--- config.mk ---
export PLATFORM = sky130hd
export DESIGN_NAME = cpu_rom_fetch_flat
export DESIGN_NICKNAME = d
export VERILOG_FILES = /design/src/rtl/cpu_rom_fetch_if.sv /design/src/rtl/cpu_rom_fetch.sv /design/src/flat_wrapper.sv
export SDC_FILE = /design/constraint.sdc
export NUM_CORES = 1
export LEC_CHECK = 0
export CORE_ASPECT_RATIO = 0.8
export CORE_MARGIN = 5
export CORE_UTILIZATION = 45
export DETAILED_ROUTE_END_ITERATION = 6
export PLACE_DENSITY = 0.77
export SLEW_MARGIN = 20
export SYNTH_ARGS = -nofsm -noshare
export SYNTH_HDL_FRONTEND = slang
export SYNTH_SLANG_ARGS = --single-unit
--- constraint.sdc ---
create_clock -name clk -period 2.3 [get_ports clk]
set_input_delay 0.345 -clock clk [delete_from_list [all_inputs] [get_ports clk]]
set_output_delay 0.345 -clock clk [all_outputs]
set_load 0.01 [all_outputs]
--- src/rtl/cpu_rom_fetch_if.sv ---
// CPU-side read bus and SDRAM line-fetch bus for the CPU ROM fetch unit.
// The slave modport is the fetch unit; the master modport is the CPU/SDRAM side.
interface cpu_rom_fetch_if #(
    parameter int SDR_AW = 25
);
    logic              cpu_rd;
    logic              cpu_rom_memrq;
    logic [19:0]       rom_addr;
    logic              invalidate;
    logic [15:0]       cpu_dout;
    logic              cpu_ready;
    logic              busy;
    logic [SDR_AW-1:0] sdr_addr;
    logic              sdr_req;
    logic              sdr_ack;
    logic [63:0]       sdr_data;

    modport slave (
        input  cpu_rd, cpu_rom_memrq, rom_addr, invalidate, sdr_ack, sdr_data,
        output cpu_dout, cpu_ready, busy, sdr_addr, sdr_req
    );

    modport master (
        output cpu_rd, cpu_rom_memrq, rom_addr, invalidate, sdr_ack, sdr_data,
        input  cpu_dout, cpu_ready, busy, sdr_addr, sdr_req
    );
endinterface

--- src/rtl/cpu_rom_fetch.sv ---
// CPU program-word fetch from SDRAM through a single 64-bit line buffer.
// Hits answer one cycle after cpu_rd; misses answer one cycle after sdr_ack.
module cpu_rom_fetch #(
    parameter int                SDR_AW   = 25,
    parameter logic [SDR_AW-1:0] ROM_BASE = '0
) (
    input logic            clk,
    input logic            reset_n,
    cpu_rom_fetch_if.slave bus
);
    typedef enum logic [1:0] {IDLE, REQ, FILL} state_t;

    state_t            state_q, state_d;
    logic              line_valid_q, line_valid_d;
    logic [16:0]       tag_q, tag_d;
    logic [63:0]       line_q, line_d;
    logic [1:0]        sel_q, sel_d;
    logic [15:0]       dout_q, dout_d;
    logic              ready_q, ready_d;
    logic              req_q, req_d;
    logic              busy_q, busy_d;
    logic              drop_q, drop_d;
    logic [SDR_AW-1:0] addr_q, addr_d;

    logic [16:0]       req_tag;
    logic              start;
    logic              hit;

    function automatic logic [15:0] pick_word(input logic [63:0] line, input logic [1:0] sel);
        return line[16*sel +: 16];
    endfunction

    assign req_tag = bus.rom_addr[19:3];
    // A new bus cycle cannot start in the cycle the previous one completes.
    assign start   = bus.cpu_rd && bus.cpu_rom_memrq && !ready_q;
    assign hit     = line_valid_q && (req_tag == tag_q) && !bus.invalidate;

    always_comb begin
        // NOTE: every _d defaults to its _q first, so no path leaves one unassigned and no latch is inferred.
        state_d      = state_q;
        line_valid_d = line_valid_q;
        tag_d        = tag_q;
        line_d       = line_q;
        sel_d        = sel_q;
        dout_d       = dout_q;
        ready_d      = 1'b0;
        req_d        = req_q;
        busy_d       = busy_q;
        drop_d       = drop_q;
        addr_d       = addr_q;

        unique case (state_q)
            IDLE: begin
                if (bus.invalidate) line_valid_d = 1'b0;
                if (start) begin
                    if (hit) begin
                        ready_d = 1'b1;
                        dout_d  = pick_word(line_q, bus.rom_addr[2:1]);
                    end else begin
                        tag_d        = req_tag;
                        sel_d        = bus.rom_addr[2:1];
                        line_valid_d = 1'b0;
                        addr_d       = ROM_BASE + SDR_AW'({req_tag, 3'b000});
                        req_d        = 1'b1;
                        busy_d       = 1'b1;
                        drop_d       = 1'b0;
                        state_d      = REQ;
                    end
                end
            end
            REQ: begin
                if (bus.invalidate) drop_d = 1'b1;
                if (bus.sdr_ack) begin
                    line_d       = bus.sdr_data;
                    line_valid_d = !(drop_q || bus.invalidate);
                    req_d        = 1'b0;
                    busy_d       = 1'b0;
                    ready_d      = 1'b1;
                    dout_d       = pick_word(bus.sdr_data, sel_q);
                    state_d      = FILL;
                end
            end
            FILL: begin
                if (bus.invalidate) line_valid_d = 1'b0;
                drop_d  = 1'b0;
                state_d = IDLE;
            end
            default: state_d = IDLE;
        endcase
    end

    // NOTE: sequential state uses non-blocking assignments so all registers update together at the edge.
    always_ff @(posedge clk or negedge reset_n) begin
        if (!reset_n) begin
            state_q      <= IDLE;
            line_valid_q <= 1'b0;
            tag_q        <= '0;
            line_q       <= '0;
            sel_q        <= '0;
            dout_q       <= '0;
            ready_q      <= 1'b0;
            req_q        <= 1'b0;
            busy_q       <= 1'b0;
            drop_q       <= 1'b0;
            addr_q       <= '0;
        end else begin
            state_q      <= state_d;
            line_valid_q <= line_valid_d;
            tag_q        <= tag_d;
            line_q       <= line_d;
            sel_q        <= sel_d;
            dout_q       <= dout_d;
            ready_q      <= ready_d;
            req_q        <= req_d;
            busy_q       <= busy_d;
            drop_q       <= drop_d;
            addr_q       <= addr_d;
        end
    end

    assign bus.cpu_dout  = dout_q;
    assign bus.cpu_ready = ready_q;
    assign bus.busy      = busy_q;
    assign bus.sdr_addr  = addr_q;
    assign bus.sdr_req   = req_q;
endmodule

--- src/flat_wrapper.sv ---
// flat-port wrapper written by rule: the top's interface ports become plain ports
module cpu_rom_fetch_flat 
#(
    parameter int                SDR_AW   = 25,
    parameter logic [SDR_AW-1:0] ROM_BASE = '0
)
  (clk, reset_n, bus_cpu_rd, bus_cpu_rom_memrq, bus_rom_addr, bus_invalidate, bus_sdr_ack, bus_sdr_data, bus_cpu_dout, bus_cpu_ready, bus_busy, bus_sdr_addr, bus_sdr_req);
  cpu_rom_fetch_if #(.SDR_AW(SDR_AW)) bus_i ();
  input logic clk;
  input logic reset_n;
  input wire logic [$bits(bus_i.cpu_rd)-1:0] bus_cpu_rd;
  input wire logic [$bits(bus_i.cpu_rom_memrq)-1:0] bus_cpu_rom_memrq;
  input wire logic [$bits(bus_i.rom_addr)-1:0] bus_rom_addr;
  input wire logic [$bits(bus_i.invalidate)-1:0] bus_invalidate;
  input wire logic [$bits(bus_i.sdr_ack)-1:0] bus_sdr_ack;
  input wire logic [$bits(bus_i.sdr_data)-1:0] bus_sdr_data;
  output wire logic [$bits(bus_i.cpu_dout)-1:0] bus_cpu_dout;
  output wire logic [$bits(bus_i.cpu_ready)-1:0] bus_cpu_ready;
  output wire logic [$bits(bus_i.busy)-1:0] bus_busy;
  output wire logic [$bits(bus_i.sdr_addr)-1:0] bus_sdr_addr;
  output wire logic [$bits(bus_i.sdr_req)-1:0] bus_sdr_req;
  assign bus_i.cpu_rd = bus_cpu_rd;
  assign bus_i.cpu_rom_memrq = bus_cpu_rom_memrq;
  assign bus_i.rom_addr = bus_rom_addr;
  assign bus_i.invalidate = bus_invalidate;
  assign bus_i.sdr_ack = bus_sdr_ack;
  assign bus_i.sdr_data = bus_sdr_data;
  assign bus_cpu_dout = bus_i.cpu_dout;
  assign bus_cpu_ready = bus_i.cpu_ready;
  assign bus_busy = bus_i.busy;
  assign bus_sdr_addr = bus_i.sdr_addr;
  assign bus_sdr_req = bus_i.sdr_req;
  cpu_rom_fetch #(.SDR_AW(SDR_AW), .ROM_BASE(ROM_BASE)) u_core (.clk(clk), .reset_n(reset_n), .bus(bus_i));
endmodule
-- Yosys cells after proc, flatten, opt, wreduce, memory -nomap -nowiden
Cells that the tools add are included.
Widths: inputs -> output; s select.
- output and inout port bits: 44
- register bits after elaboration: 105
- logic and storage cells: 63
- muxes and demuxes: 25
- equal/unequal tests: 8
- shift operators: 2
- bitwise logic cells: 1
- reduce and logical (&&, ||, !) cells: 18
- operators by type and width (kind ; number):
    $shiftx 64x7->16 ; 2
    $mux 16 ; 3
    $pmux 16 s2 ; 1
    $eq 17x17->1 ; 1
    $mux 1 ; 13
    $reduce_and 4->1 ; 3
    $mux 2 ; 3
    $ne 2x2->1 const B ; 3
    $pmux 1 s3 ; 2
    $reduce_and 3->1 ; 2
    $logic_and 1x1->1 ; 4
    $ne 2x1->1 const B ; 2
    $pmux 1 s2 ; 2
    $pmux 2 s2 ; 1
    $reduce_and 2->1 ; 2
    $logic_not 1->1 ; 3
    $reduce_bool 3->1 ; 1
    $eq 2x1->1 const B ; 1
    $eq 2x2->1 const B ; 1
    $logic_not 2->1 ; 1
    $reduce_bool 2->1 ; 1
    $logic_or 1x1->1 ; 1
    $not 1->1 ; 1

-- Logic depth before layout (Yosys ltp)
Gate-level depths: netlist of run 1.
- depth after elaboration: 6
- mapped depth: 8
- depth with buffers taken out: 7

-- Least setup slack after synthesis of run 1
Ideal clock, no wire load.
- path type: register to register
- start point: register u_core.state_q[1]
- end point: register u_core.dout_q[10], in the netlist u_core.bus.cpu_dout[10]
- period minus slack after synthesis: 2.244 ns
- arrival: 2.119 ns
- library setup time: 0.125 ns
- slack: 0.056 ns
- stages on the path, launching flop included: 9
- path through: dfrtp_1 inv_1 ha_1 buf_2 nand4b_1 or2_2 o32ai_4 buf_12 mux2_4
- cells in the longest elaborated chain, start to end: 3
- elaborated cells between the ends (all ways): 8
- those cells by class: 4 x eq/ne; 1 x mux; 3 x reduce/logical
- RTL lines (what ; line ; text):
    from (decl) ; cpu_rom_fetch.sv:13 ; state_t state_q, state_d;
    from (signal assigned) ; cpu_rom_fetch.sv:107 ; state_q <= state_d;
    $eq 2x1->1 or $logic_not 2->1 (tied branches) ; cpu_rom_fetch.sv:52 ; unique case (state_q)
    $ne 2x2->1 (no source line), or another cell as far along ; n/a ;
    $reduce_and 4->1 (no source line) ; n/a ;
    to (signal assigned) ; cpu_rom_fetch.sv:112 ; dout_q <= dout_d;
    to (decl) ; cpu_rom_fetch.sv:18 ; logic [15:0] dout_q, dout_d;
Several ways; a longest one is shown, not always the timed one.
A chain may end at the register's enable or synchronous reset.

-- Worst setup path in the final report of run 1
- start point: register u_core.state_q[1]
- end point: register u_core.dout_q[1], in the netlist u_core.bus.cpu_dout[1]
Same word-level chain as after synthesis.

==> results of run 1 <==
==> cell type report <==
class / count / area, µm² / share of cell area, %
clock buffers: 12 / 246 / 3.43
well taps: 148 / 185 / 2.58
repair buffers: 145 / 1490 / 20.7
flip-flops and latches: 105 / 2630 / 36.6
inverters: 5 / 18.8 / 0.261
clock inverters: 4 / 28.8 / 0.401
multi-input cells: 245 / 2590 / 36.1
==> power groups by stage <==
stage | Clock [mW] | Sequential [mW] | Combinational [mW]
after global routing | 1.52 | 3.50 | 4.12
final | 1.41 | 3.39 | 3.81
after global placement | 0 | 3.35 | 3.74
after CTS | 1.46 | 3.39 | 3.86
after floorplan | 0 | 3.32 | 2.42
after detailed placement | 0 | 3.42 | 3.85
==> per-stage QoR <==
stage | power [mW] | utilization [%] | cells | TNS, ns | cell area [µm²]
floorplan | 5.74 | - | 386 | 0 | 5410
global placement | 7.09 | 59.5 | 648 | -2.92 | 6900
detailed placement | 7.27 | 59.5 | 648 | -3.46 | 6900
CTS | 8.71 | 61.8 | 664 | 0 | 7180
global route | 9.14 | 61.9 | 664 | 0 | 7180
finish | 8.61 | 61.9 | 664 | 0 | 7180
==> logic make-up after synthesis <==
group           Yosys count  synth area share, %
fa+ha+maj                 4                0.930
simple gates             66                 5.84
mux                     132                 35.0
buf+inv                  36                 3.65
other cells               1               0.0697
flops                   105                 48.8
compound gates           18                 2.88
xor+xnor                 17                 2.77
==> synth_stat cells, types with 2 or more instances <==
cell type	instances	area share (%)
or2_2	2	0.23
mux2_2	90	19
nor2_1	3	0.21
ha_1	4	0.93
buf_4	10	1.4
buf_2	6	0.56
a211oi_1	2	0.28
inv_1	5	0.35
a31oi_1	2	0.23
mux2_4	10	2.8
buf_1	4	0.28
mux4_2	32	13
xor2_1	16	2.6
nor4_2	4	0.93
a21oi_1	2	0.19
nand2_1	49	3.4
dfrtp_1	105	49
clkbuf_1	10	0.70
==> timing repair <==
action                                  CTS  global route
endpoints found under the setup margin    0             6
hold buffers                              0             0
gates resized for setup                   0             2
setup buffers                             0             0
==> worst min path at each step <==
stage	end	cells past startpoint	slack (ns)	from
floorplan	u_core.bus.cpu_dout[0]$_DFFE_PN0P_	0	0.05	reset_n
global placement	u_core.line_valid_q$_DFFE_PN0P_	1	0.40	reset_n
detailed placement	u_core.tag_q[4]$_DFFE_PN0P_	1	0.41	reset_n
CTS	u_core.state_q[0]$_DFFE_PN0P_	1	0.04	reset_n
global route	u_core.drop_q$_DFFE_PN0P_	1	0.06	reset_n
finish	u_core.drop_q$_DFFE_PN0P_	1	0.01	reset_n
==> cells in the final DEF (no fill, tap or decap), types with 4 or more instances in the layout <==
cell | netlist | routed
buf_4 | 10 | 14
mux4_2 | 32 | 32
conb_1 | 1 | 8
nand2_1 | 49 | 48
ha_1 | 4 | 4
clkbuf_16 | 0 | 9
mux2_2 | 90 | 90
inv_1 | 5 | 5
clkdlybuf4s50_1 | 0 | 123
xor2_1 | 16 | 16
dfrtp_1 | 105 | 105
mux2_4 | 10 | 10
nor4_2 | 4 | 4
buf_12 | 1 | 7
==> sequential cells by signal, indices dropped and copies added, names as in the netlist <==
name,count
u_core.drop_q,1
u_core.state_q,2
u_core.line_valid_q,1
u_core.bus.cpu_ready,1
u_core.tag_q,17
u_core.bus.cpu_dout,16
u_core.line_q,64
u_core.bus.sdr_req,1
u_core.sel_q,2
==> per-layer routing <==
layer	global-route usage, %	up-vias	wire length, µm
met5	0	-	0
met4	4.14	0	116
met3	3.55	12	508
met2	30.0	92	6210
met1	22.1	1808	5240
li1	-	1630	-
==> metrics.txt, run 1 <==
register area share after synthesis 48.8%; sw frac 30.9%; number of global-route vias before repair 3839; Lkg Pwr 3.01 nW; critical path class flip-flop to flip-flop; Worst Path Required 2.52 ns; CP endpoint kind flip-flop; EDFF count, synth 0; Die Area 14300 µm²; pwr dens 1200 nW/µm²; initial core utilization 46.4%; Area Growth Syn to Fin 33.5%; Core Footprint 11600 µm²; Global Route Usage Sum 17.2%; fraction of registers with async set/reset 100%; Fmax 0.456 GHz; CP max stage delay 0.43 ns; TritonCTS clock tree yes; ANT cells 0; CTS root buf clkbuf_16; Yosys reg bits 105; Cell Chain, Critical Path inv_1, ha_1, nand4b_1, or2_2, o32ai_4, buf_12, mux2_2; status complete, no violations; antenna violations before repair 0; crit path buf inv count 2; clock sinks 105; final hold viol count 0; Vias 3542; drt initial violations 150; DRC 0; R2R Setup Slk 0.11 ns; Setup violations, final 0; worst-margin pin slew 0.625 ns; Crit path depth 7; Setup WS post-layout 0.109 ns; synthesized cell area 5380 µm²; NetSw 2.66 mW; Final period util 95.3%; WL per Instance 18.2 µm; clk_lat worst skew 0.34 ns; Top delay family on crit path simple AND/OR/NAND/NOR gates; Data arrival, critical path 2.41 ns; drt first pass iters 4; pre-CTS setup slack -0.245 ns; maximum clock path buffer count 2; CP max FO 10; IR drop worst, VDD 502 µV; post-synth cell types 41; Port Buffers 124; Placer Congestion 0.776; num rows 35; Post-Syn Instances 379; I/O Pins 134; Final nets 605; Worst setup SP type flip-flop; Int Power 5.95 mW; Worst-path clk slew 0.07 ns; CP max stage cell dfrtp_1; H-tree depth 3; Reg2Reg Depth 7; Die Y 108 µm; final WL 12100 µm; TritonCTS Buffers 9; largest net degree at the start of global routing 60; vias per cell 5.33; Slew HR 58.3%; layout cells sized above 1 34.9%; post-layout min period 2.19 ns; worst min path class primary input to async pin; register share of total power 39.4%; worst setup path start u_core.state_q[1]$_DFFE_PN0P_; Setup Skew 0.00790 ns; RSZ-0062 raised after global routing false; first-pass GRT wire length 19700 µm; clock power share 16.4%; pins over their slew limit 0; DP HPWL 9000 µm; CP Capture Point u_core.bus.cpu_dout[1]$_DFFE_PN0P_; total grt overflow 0; die width 132 µm; Gate power share 44.2%; Max-Cap Viols 0; syn_area_per_cell 14.2 µm²; Synth Flop Type dfrtp_1; Routed Antenna Nets 0; FF-to-FF End u_core.bus.cpu_dout[1]$_DFFE_PN0P_; yosys warns 0; worst r2r src u_core.state_q[1]$_DFFE_PN0P_; hold slack 0.0141 ns; # fillers 882
Power figures use the tool's default switching activity.
==> run 2: changes to the inputs <==
--- a/config.mk
+++ b/config.mk
@@ -7,10 +7,9 @@
 export LEC_CHECK = 0
 export CORE_ASPECT_RATIO = 0.8
 export CORE_MARGIN = 5
-export CORE_UTILIZATION = 45
+export CORE_UTILIZATION = 54
 export DETAILED_ROUTE_END_ITERATION = 6
-export PLACE_DENSITY = 0.77
-export SLEW_MARGIN = 20
+export PLACE_DENSITY = 0.87
 export SYNTH_ARGS = -nofsm -noshare
 export SYNTH_HDL_FRONTEND = slang
 export SYNTH_SLANG_ARGS = --single-unit
==> constraint.sdc (replaced) <==
create_clock -name clk -period 2.61 [get_ports clk]
set_input_delay 0.3915 -clock clk [delete_from_list [all_inputs] [get_ports clk]]
set_output_delay 0.3915 -clock clk [all_outputs]
set_load 0.01 [all_outputs]
==> run 2 against run 1 <==
Core utilization up 11 points. Sequential share of layout area increased by 0.39 points. Clock power is 4% lower. Via count grew 2.2%. Sequential power fell by 13%. Count of clock-buffer cells in the layout grew 1. Clock skew about the same. Routed wire length increased by 3.7%. Worst setup slack got worse by 0.013 ns. Non-clock buffer count stayed put. Critical path type is now primary input to flip-flop. Largest power group unchanged. Highest routed layer unchanged.
==> metrics.txt, run 2 (synthesized netlist as in run 1, its figures left out) <==
status complete, no violations; Resized Gates After CTS 0 (unchanged); DRC 0 (unchanged); most frequent cells in the layout 123 x clkdlybuf4s50_1, 105 x dfrtp_1, 90 x mux2_2; Data arrival, critical path 2.74 ns (+0.33 ns); most common cell after layout, fill and taps aside clkdlybuf4s50_1; Top delay family on crit path compound AO/OA/AOI/OAI gates; TritonCTS Buffers 9 (unchanged); Hold Buf Count CTS 0 (unchanged); drt initial violations 245 (+63%); Lkg Pwr 3.00 nW (-0.46%); IR drop worst, VDD 519 µV (+3.4%); final WL 12500 µm (+3.7%); Worst setup SP type primary input; TritonCTS clock tree yes; clk_lat worst skew 0.34 ns (about the same); FF-to-FF End u_core.tag_q[14]$_DFFE_PN0P_; Gate power share 43.6% (-0.6 points); Top reg by flops u_core.line_q; pre-CTS setup slack -0.274 ns (-0.0290 ns); CP max stage delay 0.84 ns (+0.41 ns); final core utilization 73.4% (+11 points); clock power share 17.8% (+1.4 points); Die Y 99.3 µm (-7.9%); largest net degree at the start of global routing 51 (-15%); Die Area 12100 µm² (-15%); number of global-route vias before repair 4000 (+4.2%); Setup WS post-layout 0.0962 ns (-0.0130 ns); Worst Path Required 2.83 ns (+0.31 ns); Final period util 96.3%; Int Power 5.30 mW (-11%); worst min path class primary input to async pin; Slew HR 28.6% (-30 points); Port Buffers 124 (unchanged); CTS root buf clkbuf_16; worst r2r src u_core.tag_q[3]$_DFFE_PN0P_; max FFs per register 64 (unchanged); ANT cells 0 (unchanged); num rows 32 (-8.6%); antenna violations before repair 0 (unchanged); Crit path depth 6 (-1); register share of total power 38.6% (-0.8 points); total grt overflow 0 (unchanged); post-layout min period 2.51 ns; Finished Cell Area 7110 µm² (-1.1%); vias per cell 5.56 (+4.2%); Area Growth Syn to Fin 32.1%; maximum clock path buffer count 2 (unchanged); H-tree depth 3 (unchanged); Global Route Usage Sum 22.1% (+5.0 points); layout cells sized above 1 34.6% (-0.32 points); pwr dens 1080 nW/µm² (-9.9%); sw frac 31.0% (+0.053 points); NetSw 2.38 mW (-11%); RSZ-0062 raised after global routing false; Fmax 0.398 GHz; R2R Setup Slk 0.24 ns (+0.13 ns); hold slack 0.0703 ns (+0.0562 ns); Setup violations, final 0 (unchanged); Core Footprint 9690 µm² (-17%); worst-margin pin slew 1.07 ns (+0.445 ns); Post CTS Setup Buffer Count 0 (unchanged); CP max stage cell a21oi_2; Worst-path clk slew 0.07 ns (about the same); Cell Chain, Critical Path clkdlybuf4s50_1, xor2_1, nor4_2, and3_2, a21oi_2, mux2_2; drt first pass iters 4 (unchanged); die width 122 µm (-8.1%); Routed Antenna Nets 0 (unchanged); WL per Instance 19.3 µm (+5.8%); final hold viol count 0 (unchanged); first-pass GRT wire length 21000 µm (+6.2%); Final nets 605 (unchanged); clock sinks 105 (unchanged); crit path buf inv count 1 (-1); CP max FO 19 (+9); Setup Skew 0.00741 ns (-0.000494 ns); critical path class primary input to flip-flop; Max-Cap Viols 0 (unchanged); I/O Pins 134 (unchanged); pins over their slew limit 0 (unchanged); DP HPWL 9270 µm (+2.9%); Vias 3619 (+2.2%); setup TNS 0 ns (unchanged); Post-DP Area 6810 µm² (-1.3%); CP endpoint kind flip-flop; Placer Congestion 0.798 (+2.9%); Reg2Reg Depth 5 (-2); initial core utilization 55.5% (+9.2 points)
[run 2: cell count changes in the layout (fill, tap and decap cells not counted), sizes merged]
| cell | change |
|---|---|
| clkinvlp | -1 |
| bufinv | +1 |
| clkbuf | +1 |
| clkinv | -2 |
[run 2: layout make-up]
type | count | area [µm²]
sequential | 105 | 2630
multi-input combinational | 245 | 2580
fill | 648 | 2580
timing repair buffer | 145 | 1410
clock buffer | 13 | 260
tap | 136 | 170
clock inverter | 2 | 37.5
inverter | 5 | 18.8
[run 2: how the worst max path moves through the flow]
stage,start,to
after global placement,bus_rom_addr[13],u_core.tag_q[3]$_DFFE_PN0P_
after CTS,bus_rom_addr[6],u_core.tag_q[14]$_DFFE_PN0P_
after global routing,bus_rom_addr[6],u_core.tag_q[14]$_DFFE_PN0P_
final,bus_rom_addr[6],u_core.tag_q[14]$_DFFE_PN0P_
after detailed placement,bus_rom_addr[6],u_core.tag_q[14]$_DFFE_PN0P_
after floorplan,u_core.state_q[1]$_DFFE_PN0P_,u_core.bus.cpu_dout[10]$_DFFE_PN0P_
[run 2: through the flow]
step,std cells,power [mW]
3_3_place_gp,636,6.14
6_report,651,7.67
2_1_floorplan,386,5.06
5_1_grt,651,8.15
4_1_cts,651,7.73
3_5_place_dp,636,6.34
[run 2: layer usage]
| layer | track usage, % | vias to the layer above | part of all wire [%] |
|---|---|---|---|
| met5 | 0 | - | 0 |
| met3 | 3.92 | 20 | 4.2 |
| met1 | 28.5 | 1871 | 41 |
| met4 | 7.06 | 0 | 1.9 |
| li1 | - | 1622 | - |
| met2 | 38.3 | 106 | 53 |
[run 2: power groups by stage]
stage | clock (mW) | sequential, mW | combinational, mW
after floorplan | 0 | 2.93 | 2.13
after global placement | 0 | 2.90 | 3.24
after detailed placement | 0 | 2.98 | 3.36
after CTS | 1.39 | 2.96 | 3.38
after global routing | 1.46 | 3.06 | 3.63
final | 1.36 | 2.96 | 3.35
==> run 3: changes to the inputs <==
--- a/config.mk
+++ b/config.mk
@@ -7,9 +7,10 @@
 export LEC_CHECK = 0
 export CORE_ASPECT_RATIO = 0.8
 export CORE_MARGIN = 5
-export CORE_UTILIZATION = 54
+export CORE_UTILIZATION = 55
+export CTS_BUF_LIST = sky130_fd_sc_hd__clkbuf_2
 export DETAILED_ROUTE_END_ITERATION = 6
-export PLACE_DENSITY = 0.87
+export PLACE_DENSITY = 0.88
 export SYNTH_ARGS = -nofsm -noshare
 export SYNTH_HDL_FRONTEND = slang
 export SYNTH_SLANG_ARGS = --single-unit
==> constraint.sdc (replaced) <==
create_clock -name clk -period 3 [get_ports clk]
set_input_delay 0.45 -clock clk [delete_from_list [all_inputs] [get_ports clk]]
set_output_delay 0.45 -clock clk [all_outputs]
set_load 0.01 [all_outputs]
==> run 3 against run 2 <==
Hold slack improved by 0.33 ns. Count of clock-buffer cells in the layout fell by 4. Clock skew up 0.021 ns. Global-route usage shrank 0.98 points. Critical path depth fell by 1. Final area shrank 4.0%. Critical path type is now flip-flop to flip-flop.
==> metrics.txt, run 3 (synthesized netlist as in run 1, its figures left out) <==
status complete, no violations; Pwr Total 5.96 mW (-22%); total grt overflow 0 (unchanged); Gate power share 48.1% (+4.5 points); H-tree depth 3 (unchanged); layout cells sized above 1 33.1% (-1.5 points); Worst-path clk slew 0.27 ns (+0.20 ns); Max-Cap Viols 0 (unchanged); Routed Antenna Nets 0 (unchanged); CP max FO 19 (unchanged); number of global-route vias before repair 3873 (-3.2%); Lkg Pwr 2.86 nW (-4.5%); DRC 0 (unchanged); drt first pass iters 4 (unchanged); pwr dens 873 nW/µm² (-19%); die width 121 µm (-0.83%); Post-DP Area 6730 µm² (-1.1%); maximum clock path buffer count 2 (unchanged); met1 Usage GRT 26.3% (-2.2 points); Core Footprint 9610 µm² (-0.83%); Resized Gates After CTS 0 (unchanged); FF-to-FF End u_core.tag_q[12]$_DFFE_PN0P_; Top reg by flops u_core.line_q; Hold Buf Count CTS 1 (+1); DP HPWL 8900 µm (-4.0%); antenna violations before repair 0 (unchanged); Cells after DPL 610 (-4.1%); Cell Chain, Critical Path inv_1, ha_1, nand4b_1, a21oi_2, mux2_2; setup TNS 0 ns (unchanged); clock power share 9.0% (-8.8 points); final hold viol count 0 (unchanged); Top delay family on crit path compound AO/OA/AOI/OAI gates; post-layout min period 2.59 ns; RSZ-0062 raised after global routing false; NetSw 1.98 mW (-17%); num rows 32 (unchanged); Reg2Reg Depth 5 (unchanged); sw frac 33.1% (+2.1 points); pins over their slew limit 0 (unchanged); M2 GR Usage 37.4% (-0.82 points); Worst setup SP type flip-flop; crit path buf inv count 1 (unchanged); TritonCTS Buffers 9 (unchanged); vias per cell 5.60 (+0.82%); Crit path depth 5 (-1); clock sinks 105 (unchanged); initial core utilization 56.0% (+0.46 points); worst-margin pin slew 1.10 ns (+0.0342 ns); Data arrival, critical path 3.08 ns (+0.34 ns); Port Buffers 124 (unchanged); Setup WS post-layout 0.406 ns (+0.310 ns); met3 Usage GRT 4.30% (+0.38 points); final WL 11900 µm (-5.1%); Finished Cell Area 6830 µm² (-4.0%); Slew HR 26.4% (-2.3 points); IR drop worst, VDD 442 µV (-15%); hold slack 0.401 ns (+0.330 ns); first-pass GRT wire length 19800 µm (-5.4%); largest net degree at the start of global routing 56 (+9.8%); Top Usage Layer GRT met2; Area Growth Syn to Fin 26.9%; drt initial violations 165 (-33%); worst r2r src u_core.state_q[1]$_DFFE_PN0P_; Placer Congestion 0.753 (-5.6%); Setup violations, final 0 (unchanged); post-route insts no fill 627 (-3.7%); final core utilization 71.0% (-2.3 points); Int Power 3.98 mW (-25%); most frequent cells in the layout 123 x clkdlybuf4s50_1, 105 x dfrtp_1, 90 x mux2_2; Post CTS Setup Buffer Count 0 (unchanged); register share of total power 42.9% (+4.3 points); TritonCTS clock tree yes; Setup Skew 0.0289 ns (+0.0215 ns); Worst Path Required 3.48 ns (+0.65 ns); pre-CTS setup slack 0.0579 ns (+0.332 ns); Vias 3514 (-2.9%); CP endpoint kind flip-flop; WL per Instance 19.0 µm (-1.5%); Final period util 86.5%; Die Y 98.5 µm (-0.83%); I/O Pins 134 (unchanged); Fmax 0.385 GHz; max FFs per register 64 (unchanged); ANT cells 0 (unchanged); most common cell after layout, fill and taps aside clkdlybuf4s50_1; R2R Setup Slk 0.41 ns (+0.17 ns); clk_lat worst skew 0.58 ns (+0.24 ns); critical path class flip-flop to flip-flop; Final nets 597 (-1.3%); CP max stage delay 0.86 ns (+0.02 ns); CP max stage cell a21oi_2; Die Area 11900 µm² (-1.7%); worst min path class primary input to async pin; CTS root buf clkbuf_2; Global Route Usage Sum 21.1% (-0.98 points)
==> run 3: cell types whose count changed in the layout (fill, tap and decap cells not counted), moves of 2 or more <==
cell	before	now
buf_4	21	11
clkbuf_8	2	0
clkbuf_2	0	9
clkinv_1	0	4
clkbuf_1	2	0
clkinvlp_4	1	3
clkbuf_16	9	0
==> run 3: area by class of cell <==
cell class / count / area [µm²]
Clock buffer: 9 / 45.0
Clock inverter: 7 / 37.5
Fill cell: 708 / 2780
Inverter: 5 / 18.8
Multi-Input combinational cell: 245 / 2580
Sequential cell: 105 / 2630
Tap cell: 119 / 149
Timing Repair Buffer: 137 / 1360
==> run 3: worst max-delay path by stage <==
stage | startpoint | to | slack, ns
final | u_core.state_q[1]$_DFFE_PN0P_ | u_core.tag_q[12]$_DFFE_PN0P_ | 0.41
after global routing | u_core.state_q[1]$_DFFE_PN0P_ | u_core.tag_q[12]$_DFFE_PN0P_ | 0.30
after CTS | u_core.state_q[1]$_DFFE_PN0P_ | u_core.tag_q[12]$_DFFE_PN0P_ | 0.44
after detailed placement | bus_rom_addr[8] | u_core.tag_q[8]$_DFFE_PN0P_ | 0.06
after global placement | bus_rom_addr[8] | u_core.sel_q[0]$_DFFE_PN0P_ | 0.12
after floorplan | u_core.state_q[1]$_DFFE_PN0P_ | u_core.bus.cpu_dout[10]$_DFFE_PN0P_ | 0.76
==> run 3: power groups by stage <==
stage / logic (mW) / clock network [mW] / registers, mW
6_report: 2.87 / 0.539 / 2.56
5_1_grt: 3.11 / 0.611 / 2.65
4_1_cts: 2.90 / 0.565 / 2.56
3_5_place_dp: 2.89 / 0 / 2.59
3_3_place_gp: 2.80 / 0 / 2.53
2_1_floorplan: 1.85 / 0 / 2.55
==> run 3: layer usage <==
| metal | vias to the layer above | wire [µm] |
|---|---|---|
| met5 | - | 0 |
| met4 | 0 | 165 |
| met3 | 14 | 469 |
| met2 | 84 | 6380 |
| met1 | 1805 | 4870 |
| li1 | 1611 | - |
